$ cat config.mk
export PLATFORM = sky130hd
export DESIGN_NAME = lzc_pipe_flat
export DESIGN_NICKNAME = d
export VERILOG_FILES = /design/src/rtl/lzc_pipe_if.sv /design/src/rtl/lzc_pipe.sv /design/src/flat_wrapper.sv
export SDC_FILE = /design/constraint.sdc
export NUM_CORES = 1
export LEC_CHECK = 0
export CORE_UTILIZATION = 38
export CTS_BUF_LIST = sky130_fd_sc_hd__clkbuf_8
export CTS_CLUSTER_DIAMETER = 80
export DETAILED_ROUTE_END_ITERATION = 8
export PLACE_DENSITY = 0.82
export SLEW_MARGIN = 40
export SYNTH_ARGS = -nofsm -noshare
export SYNTH_HDL_FRONTEND = slang
export SYNTH_SLANG_ARGS = --single-unit
$ cat constraint.sdc
create_clock -name clk -period 1.3 [get_ports clk]
set_input_delay 0.195 -clock clk [delete_from_list [all_inputs] [get_ports clk]]
set_output_delay 0.195 -clock clk [all_outputs]
set_load 0.01 [all_outputs]
$ cat src/rtl/lzc_pipe_if.sv
// Valid/ready operand channel and result channel of lzc_pipe.
// The slave modport is the pipeline; master is the producer/consumer side.
interface lzc_pipe_if #(
  parameter int WIDTH = 32
);
  localparam int CW = $clog2(WIDTH) + 1;

  logic             in_valid;
  logic             in_ready;
  logic [WIDTH-1:0] in_data;
  logic             out_valid;
  logic             out_ready;
  logic [CW-1:0]    out_cnt;
  logic             out_zero;
  logic [WIDTH-1:0] out_norm;

  modport master (
    output in_valid, in_data, out_ready,
    input  in_ready, out_valid, out_cnt, out_zero, out_norm
  );

  modport slave (
    input  in_valid, in_data, out_ready,
    output in_ready, out_valid, out_cnt, out_zero, out_norm
  );
endinterface

$ cat src/rtl/lzc_pipe.sv
// Two-stage leading-zero / redundant-sign-bit counter with optional normaliser.
// Define LZC_PIPE_NORM_EN to build the left-normalising barrel shifter on out_norm.
module lzc_pipe #(
  parameter int WIDTH  = 32,
  parameter int SIGNED = 0
) (
  input logic       clk,
  input logic       reset_n,
  lzc_pipe_if.slave bus
);
  localparam int CW  = $clog2(WIDTH) + 1;
  localparam int NG  = (WIDTH + 7) / 8;
  localparam int PW  = NG * 8;

  logic              s1_valid_r;
  logic [NG-1:0][2:0] s1_gcnt_r;
  logic [NG-1:0]     s1_nz_r;
  logic              s2_valid_r;
  logic [CW-1:0]     s2_cnt_r;
  logic              s2_zero_r;

  logic              s1_adv_s;
  logic              s2_adv_s;
  logic [WIDTH-1:0]  z_s;
  logic [PW-1:0]     pad_s;
  logic [NG-1:0][2:0] gcnt_s;
  logic [NG-1:0]     nz_s;
  logic [CW-1:0]     cnt_s;
  logic              zero_s;

  function automatic logic [2:0] lz8(input logic [7:0] v);
    logic [2:0] n;
    n = 3'd0;
    for (int i = 0; i <= 7; i++) begin
      n = v[i] ? 3'(7 - i) : n;
    end
    return n;
  endfunction

  assign s2_adv_s     = !s2_valid_r || bus.out_ready;
  assign s1_adv_s     = !s1_valid_r || s2_adv_s;
  assign bus.in_ready = s1_adv_s;

  // Sign-bit counting becomes plain LZC of the bits below the MSB xor'ed with it;
  // the trailing sentinel 1 caps the count at WIDTH-1 for all-equal operands.
  generate
    if (SIGNED != 0) begin : g_sign
      assign z_s = {bus.in_data[WIDTH-2:0] ^ {(WIDTH-1){bus.in_data[WIDTH-1]}}, 1'b1};
    end else begin : g_unsigned
      assign z_s = bus.in_data;
    end
  endgenerate

  // Per-group counts; group 0 is the most significant, zero padding sits at the LSB end.
  always_comb begin
    pad_s = '0;
    pad_s[PW-1 -: WIDTH] = z_s;
    gcnt_s = '0;
    nz_s   = '0;
    for (int g = 0; g < NG; g++) begin
      gcnt_s[g] = lz8(pad_s[PW-1-8*g -: 8]);
      nz_s[g]   = |pad_s[PW-1-8*g -: 8];
    end
  end

  // Stage 1 registers group counts and nonzero flags.
  always_ff @(posedge clk or negedge reset_n) begin
    if (!reset_n) begin
      s1_valid_r <= 1'b0;
      s1_gcnt_r  <= '0;
      s1_nz_r    <= '0;
    end else if (s1_adv_s) begin
      s1_valid_r <= bus.in_valid;
      if (bus.in_valid) begin
        s1_gcnt_r <= gcnt_s;
        s1_nz_r   <= nz_s;
      end
    end
  end

  // First nonzero group wins: scanning from the least significant leaves the leading one.
  always_comb begin
    cnt_s = CW'(WIDTH);
    for (int g = NG - 1; g >= 0; g--) begin
      cnt_s = s1_nz_r[g] ? (CW'(g * 8) + CW'(s1_gcnt_r[g])) : cnt_s;
    end
    if (SIGNED != 0) begin
      zero_s = (cnt_s == CW'(WIDTH - 1));
    end else begin
      zero_s = (s1_nz_r == '0);
    end
  end

  // Stage 2 registers the combined count and degenerate flag.
  always_ff @(posedge clk or negedge reset_n) begin
    if (!reset_n) begin
      s2_valid_r <= 1'b0;
      s2_cnt_r   <= '0;
      s2_zero_r  <= 1'b0;
    end else if (s2_adv_s) begin
      s2_valid_r <= s1_valid_r;
      if (s1_valid_r) begin
        s2_cnt_r  <= cnt_s;
        s2_zero_r <= zero_s;
      end
    end
  end

  assign bus.out_valid = s2_valid_r;
  assign bus.out_cnt   = s2_cnt_r;
  assign bus.out_zero  = s2_zero_r;

`ifdef LZC_PIPE_NORM_EN
  logic [WIDTH-1:0] s1_data_r;
  logic [WIDTH-1:0] s2_norm_r;
  logic [WIDTH-1:0] norm_s;

  assign norm_s = s1_data_r << cnt_s;

  // Operand travels alongside the group counts for the stage-2 shifter.
  always_ff @(posedge clk or negedge reset_n) begin
    if (!reset_n) begin
      s1_data_r <= '0;
    end else if (s1_adv_s && bus.in_valid) begin
      s1_data_r <= bus.in_data;
    end
  end

  // Normalised operand register.
  always_ff @(posedge clk or negedge reset_n) begin
    if (!reset_n) begin
      s2_norm_r <= '0;
    end else if (s2_adv_s && s1_valid_r) begin
      s2_norm_r <= norm_s;
    end
  end

  assign bus.out_norm = s2_norm_r;
`else
  assign bus.out_norm = '0;
`endif

endmodule

$ cat src/flat_wrapper.sv
// flat-port wrapper written by rule: the top's interface ports become plain ports
module lzc_pipe_flat 
#(
  parameter int WIDTH  = 32,
  parameter int SIGNED = 0
)
  (clk, reset_n, bus_in_valid, bus_in_data, bus_out_ready, bus_in_ready, bus_out_valid, bus_out_cnt, bus_out_zero, bus_out_norm);
  lzc_pipe_if #(.WIDTH(WIDTH)) bus_i ();
  input logic clk;
  input logic reset_n;
  input wire logic [$bits(bus_i.in_valid)-1:0] bus_in_valid;
  input wire logic [$bits(bus_i.in_data)-1:0] bus_in_data;
  input wire logic [$bits(bus_i.out_ready)-1:0] bus_out_ready;
  output wire logic [$bits(bus_i.in_ready)-1:0] bus_in_ready;
  output wire logic [$bits(bus_i.out_valid)-1:0] bus_out_valid;
  output wire logic [$bits(bus_i.out_cnt)-1:0] bus_out_cnt;
  output wire logic [$bits(bus_i.out_zero)-1:0] bus_out_zero;
  output wire logic [$bits(bus_i.out_norm)-1:0] bus_out_norm;
  assign bus_i.in_valid = bus_in_valid;
  assign bus_i.in_data = bus_in_data;
  assign bus_i.out_ready = bus_out_ready;
  assign bus_in_ready = bus_i.in_ready;
  assign bus_out_valid = bus_i.out_valid;
  assign bus_out_cnt = bus_i.out_cnt;
  assign bus_out_zero = bus_i.out_zero;
  assign bus_out_norm = bus_i.out_norm;
  lzc_pipe #(.WIDTH(WIDTH), .SIGNED(SIGNED)) u_core (.clk(clk), .reset_n(reset_n), .bus(bus_i));
endmodule
* Word-level counts from Yosys, hierarchy flattened
Cells that the tools add are included.
** Storage, ports and cells
- Register bits :: 25
- Bits in latches :: 0
- Bits in writable memories :: 0
- ROM bits :: 0
- Bits of input ports :: 36
- Output and inout bits :: 41
- Word-level logic and storage cells :: 59
- Memories kept :: 0
** Cells by class
- Add/sub/neg operators :: 3
- Multiply operators :: 0
- Div/mod/pow operators :: 0
- $lt $le $gt $ge :: 0
- Eq/ne operators :: 0
- Shift-type cells :: 0
- Mux-type cells :: 36
- Bitwise operators :: 0
- Reductions and logical operators :: 11
** Operators by type and width (count)
- 2-to-1 mux 3 bit :: 32
- OR reduction 8 bit :: 4
- 2-to-1 mux 6 bit :: 4
- adder 5 x 3 -> 6 bit, first input constant :: 2
- adder 4 x 3 -> 5 bit, first input constant :: 1
- zero test 4 bit :: 1
- AND reduction 2 bit :: 2
- zero test 1 bit :: 2
- logical OR 1 bit :: 2

* Depth between registers and ports, before layout
- Depth in word-level cells :: 8
- Mapped depth :: 4
- Gate-level depth less buffers :: 3

* Least setup slack after synthesis
OpenSTA, ideal clock, no wires.
- Kind :: register to register
- From :: register u_core.s2_valid_r, in the netlist u_core.bus.out_valid
- To :: register u_core.s2_cnt_r[4], in the netlist u_core.bus.out_cnt[4]
- Library setup time :: 0.125 ns
- Arrival time :: 1.187 ns
- Required time :: 1.175 ns
- Path slack :: -0.012 ns
- Cell stages (with the launch flop) :: 5
- Buffers on the path :: 1
- Clock period less this slack :: 1.312 ns
- Path through :: dfrtp_1 nand2b_1 and2_0 buf_2 mux2_4
** On the way
- Cells in the longest elaborated chain, start to end :: 3
** Ends and longest elaborated chain
- from (decl) :: line lzc_pipe.sv:18 : logic s2_valid_r;
- from (signal assigned) :: line lzc_pipe.sv:101 : s2_valid_r <= s1_valid_r;
- zero test 1 bit :: line lzc_pipe.sv:40 : assign s2_adv_s = !s2_valid_r || bus.out_ready;
- logical OR 1 bit :: line lzc_pipe.sv:40
- AND reduction 2 bit (no source line)
- to (signal assigned) :: line lzc_pipe.sv:103 : s2_cnt_r <= cnt_s;
- to (decl) :: line lzc_pipe.sv:19 : logic [CW-1:0] s2_cnt_r;
No other way between the ends.
A chain may end at the register's enable or synchronous reset.

* Final worst setup path
- From :: register u_core.s2_valid_r, in the netlist u_core.bus.out_valid
- To :: register u_core.s1_gcnt_r[11] (netlist name)
** On the way
- Cells in the longest elaborated chain, start to end :: 4
** Ends and longest elaborated chain
- zero test 1 bit :: line lzc_pipe.sv:40
- logical OR 1 bit :: line lzc_pipe.sv:40
- logical OR 1 bit :: line lzc_pipe.sv:41 : assign s1_adv_s = !s1_valid_r || s2_adv_s;
- AND reduction 2 bit (no source line)
- to (signal assigned) :: line lzc_pipe.sv:75 : s1_gcnt_r <= gcnt_s;
- to (decl) :: line lzc_pipe.sv:16 : logic [NG-1:0][2:0] s1_gcnt_r;
No other way between the ends.

==> impl_metrics.tcl <==
set metrics [dict create \
    synth_common_cells "32 x buf_4, 25 x dfrtp_1, 16 x nor2_1" \
    wire_per_inst_um 12.5 \
    syn_area_per_cell_um2 9.11 \
    hpwl_mm 3.07 \
    synth.cell_area_um2 1630 \
    cts-root-buf "clkbuf_8" \
    fin_skew_ns 0.00599 \
    min_period_over_period_pct 96.8 \
    grt_pass1_vias 1494 \
    coreArea_um2 4060 \
    crit_fanout 5 \
    fmax_mhz 795 \
    vias 1542 \
    clock_latency_ns 0.28 \
    gr-total-overflow 0 \
    place_congestion 0.812 \
    grt_pass1_wl_mm 6.09 \
    cts_tree "yes" \
    whs_ns 0.269 \
    async_flop_share_pct 100 \
    htree_levels 1 \
    placementRows 23 \
    ios 77 \
    die_w_um 67.5 \
    rsz0062_at_grt "yes" \
    dr.pass1.iters 4 \
    synthCells 179 \
    io_buffers 44 \
    p_leak_uw 0.00103 \
    synthFlopType "dfrtp_1" \
    ys_types 36 \
    synth.area.top_cells "dfrtp_1 38%, buf_4 15%, a21oi_1 4.3%, nand2b_1 4.2%, a31oi_1 3.8%" \
    cts_buffer_depth 2 \
    fin_crit_ns 1.26 \
    ant_nets 0 \
    grt_usage_pct 17.6 \
    startpoint_type "flip-flop" \
    yosys_warnings 0 \
    max_cap_viol_count 0 \
    synth_most_common_cell "buf_4" \
    fillers 356 \
    initial_core_util_pct 40.2 \
    dieArea_um2 4560 \
    cp-end-kind "flip-flop" \
    drive_above_1_share_pct 20.3 \
    slew_violations 0 \
    yosysSeqAreaShare_pct 38.4 \
    cts_made_buffers 3 \
    worstPathRequired_ns 1.46 \
    grt_max_degree 26 \
    setup_violations 0 \
    clock_sinks 25 \
    die_h_um 67.5 \
    route.detailed.drc 0 \
    arrival_ns 1.42 \
    drt_iter0_drc 43 \
    fin_nets 293 \
    worst_hold_path_type "in2async" \
    yosys.area.top_type "dfrtp_1" \
    routed_wl_mm 3.83 \
    ys_ff_latch 25 \
    synth_edf_count 0 \
    peakVddDrop_mv 0.368 \
    area_growth_syn_to_layout_pct 42.7 \
    antenna_found_initial 0 \
    synth.top_cell.area_share_pct 38.4 \
    tns_ns 0 \
    criticalPathCategory "reg2reg" \
    viasPerCell 5.04 \
    power_density_nw_per_um2 808 \
    path_clk_slew_ns 0.09 \
    diodes 0 \
    status "complete, no violations" \
    hold_viol 0 \
]
[final timing paths]
check | start | endpoint | slack (ns) | depth (start not counted)
worst min register to register | u_core.bus.out_cnt[4] | u_core.bus.out_cnt[4] | 0.52 | 1
worst max register to register | u_core.bus.out_valid | u_core.s1_gcnt_r[11] | 0.04 | 4
min in group clk | u_core.bus.out_cnt[4] | u_core.bus.out_cnt[4] | 0.52 | 1
max in group asynchronous | reset_n | u_core.s1_gcnt_r[6] | 0.79 | 2
worst min-delay path | reset_n | u_core.bus.out_valid | 0.27 | 2
worst max-delay path | u_core.bus.out_valid | u_core.s1_gcnt_r[11] | 0.04 | 4
[routing by layer]
metal / GRT usage [%] / vias up / wire (um)
met5: 0 / - / 0
met3: 3.21 / 11 / 278
met1: 19.5 / 718 / 1430
li1: - / 735 / -
met4: 8.51 / 0 / 112
met2: 32.1 / 78 / 2010
[report_power, final]
part	total, uW	switching [uW]	internal (uW)
clock	475	260	215
combinational	528	248	280
sequential	876	37.6	839
total	1880	545	1330
[cell families (layout without fill, tap and decap cells)]
family / Yosys count / in the layout / synth area share, %
flip-flops: 25 / 25 / 38.4
multiplexers: 5 / 5 / 3.61
AND/OR/NAND/NOR: 58 / 58 / 20.5
buffers and inverters: 45 / 91 / 18.5
other: 1 / 32 / 0.230
AO/OA/AOI/OAI: 45 / 45 / 18.8
[through the flow]
step | std cells | setup WS [ns] | util (%) | area [um^2] | total power (uW)
global placement | 300 | -0.261 | 55.0 | 2230 | 1390
finish | 306 | 0.0415 | 57.4 | 2330 | 1880
floorplan | 210 | -0.0118 | - | 1750 | 1160
detailed placement | 300 | -0.263 | 55.0 | 2230 | 1410
CTS | 306 | 0.0277 | 56.2 | 2280 | 1860
global route | 306 | -0.0103 | 57.4 | 2330 | 1960
[flip-flops by register name, summed over array words and instances (netlist names)]
signal	flops
u_core.bus.out_cnt	6
u_core.bus.out_valid	1
u_core.bus.out_zero	1
u_core.s1_gcnt_r	12
u_core.s1_valid_r	1
u_core.s1_nz_r	4
[cell type report]
cell class / instances / area (um^2) / share of cell area [%]
multi-input cells: 140 / 856 / 36.8
repair buffers: 81 / 714 / 30.7
flip-flops and latches: 25 / 626 / 26.9
well taps: 50 / 62.6 / 2.69
clock buffers: 3 / 41.3 / 1.77
inverters: 6 / 22.5 / 0.968
clock inverters: 1 / 5.00 / 0.215
[worst max-delay path: stages, from the launching register on]
cell      delay, ns
dfrtp_1        0.41
buf_6          0.13
nand3b_4       0.10
and2_4         0.20
mux2_4         0.31
[timing repair]
| action | 4_1_cts | 5_1_grt |
|---|---|---|
| buffers inserted | 2 | 0 |
| endpoints found under the setup margin | 9 | 7 |
| resized for setup | 12 | 10 |
| hold buffers | 0 | 0 |
| pin swaps | 0 | 1 |
[cells in the final DEF (no fill, tap or decap), drive strengths merged, types with 6 or more instances in the layout]
cell / netlist / routed
buf: 35 / 38
clkdlybuf4s50: 0 / 35
conb: 1 / 32
dfrtp: 25 / 25
nor2: 16 / 16
a21oi: 14 / 14
nand2b: 11 / 11
a31oi: 10 / 10
nor2b: 8 / 8
dlygate4sd2: 0 / 8
nor4: 7 / 7
inv: 6 / 6
(Power assumes the default switching activity.)
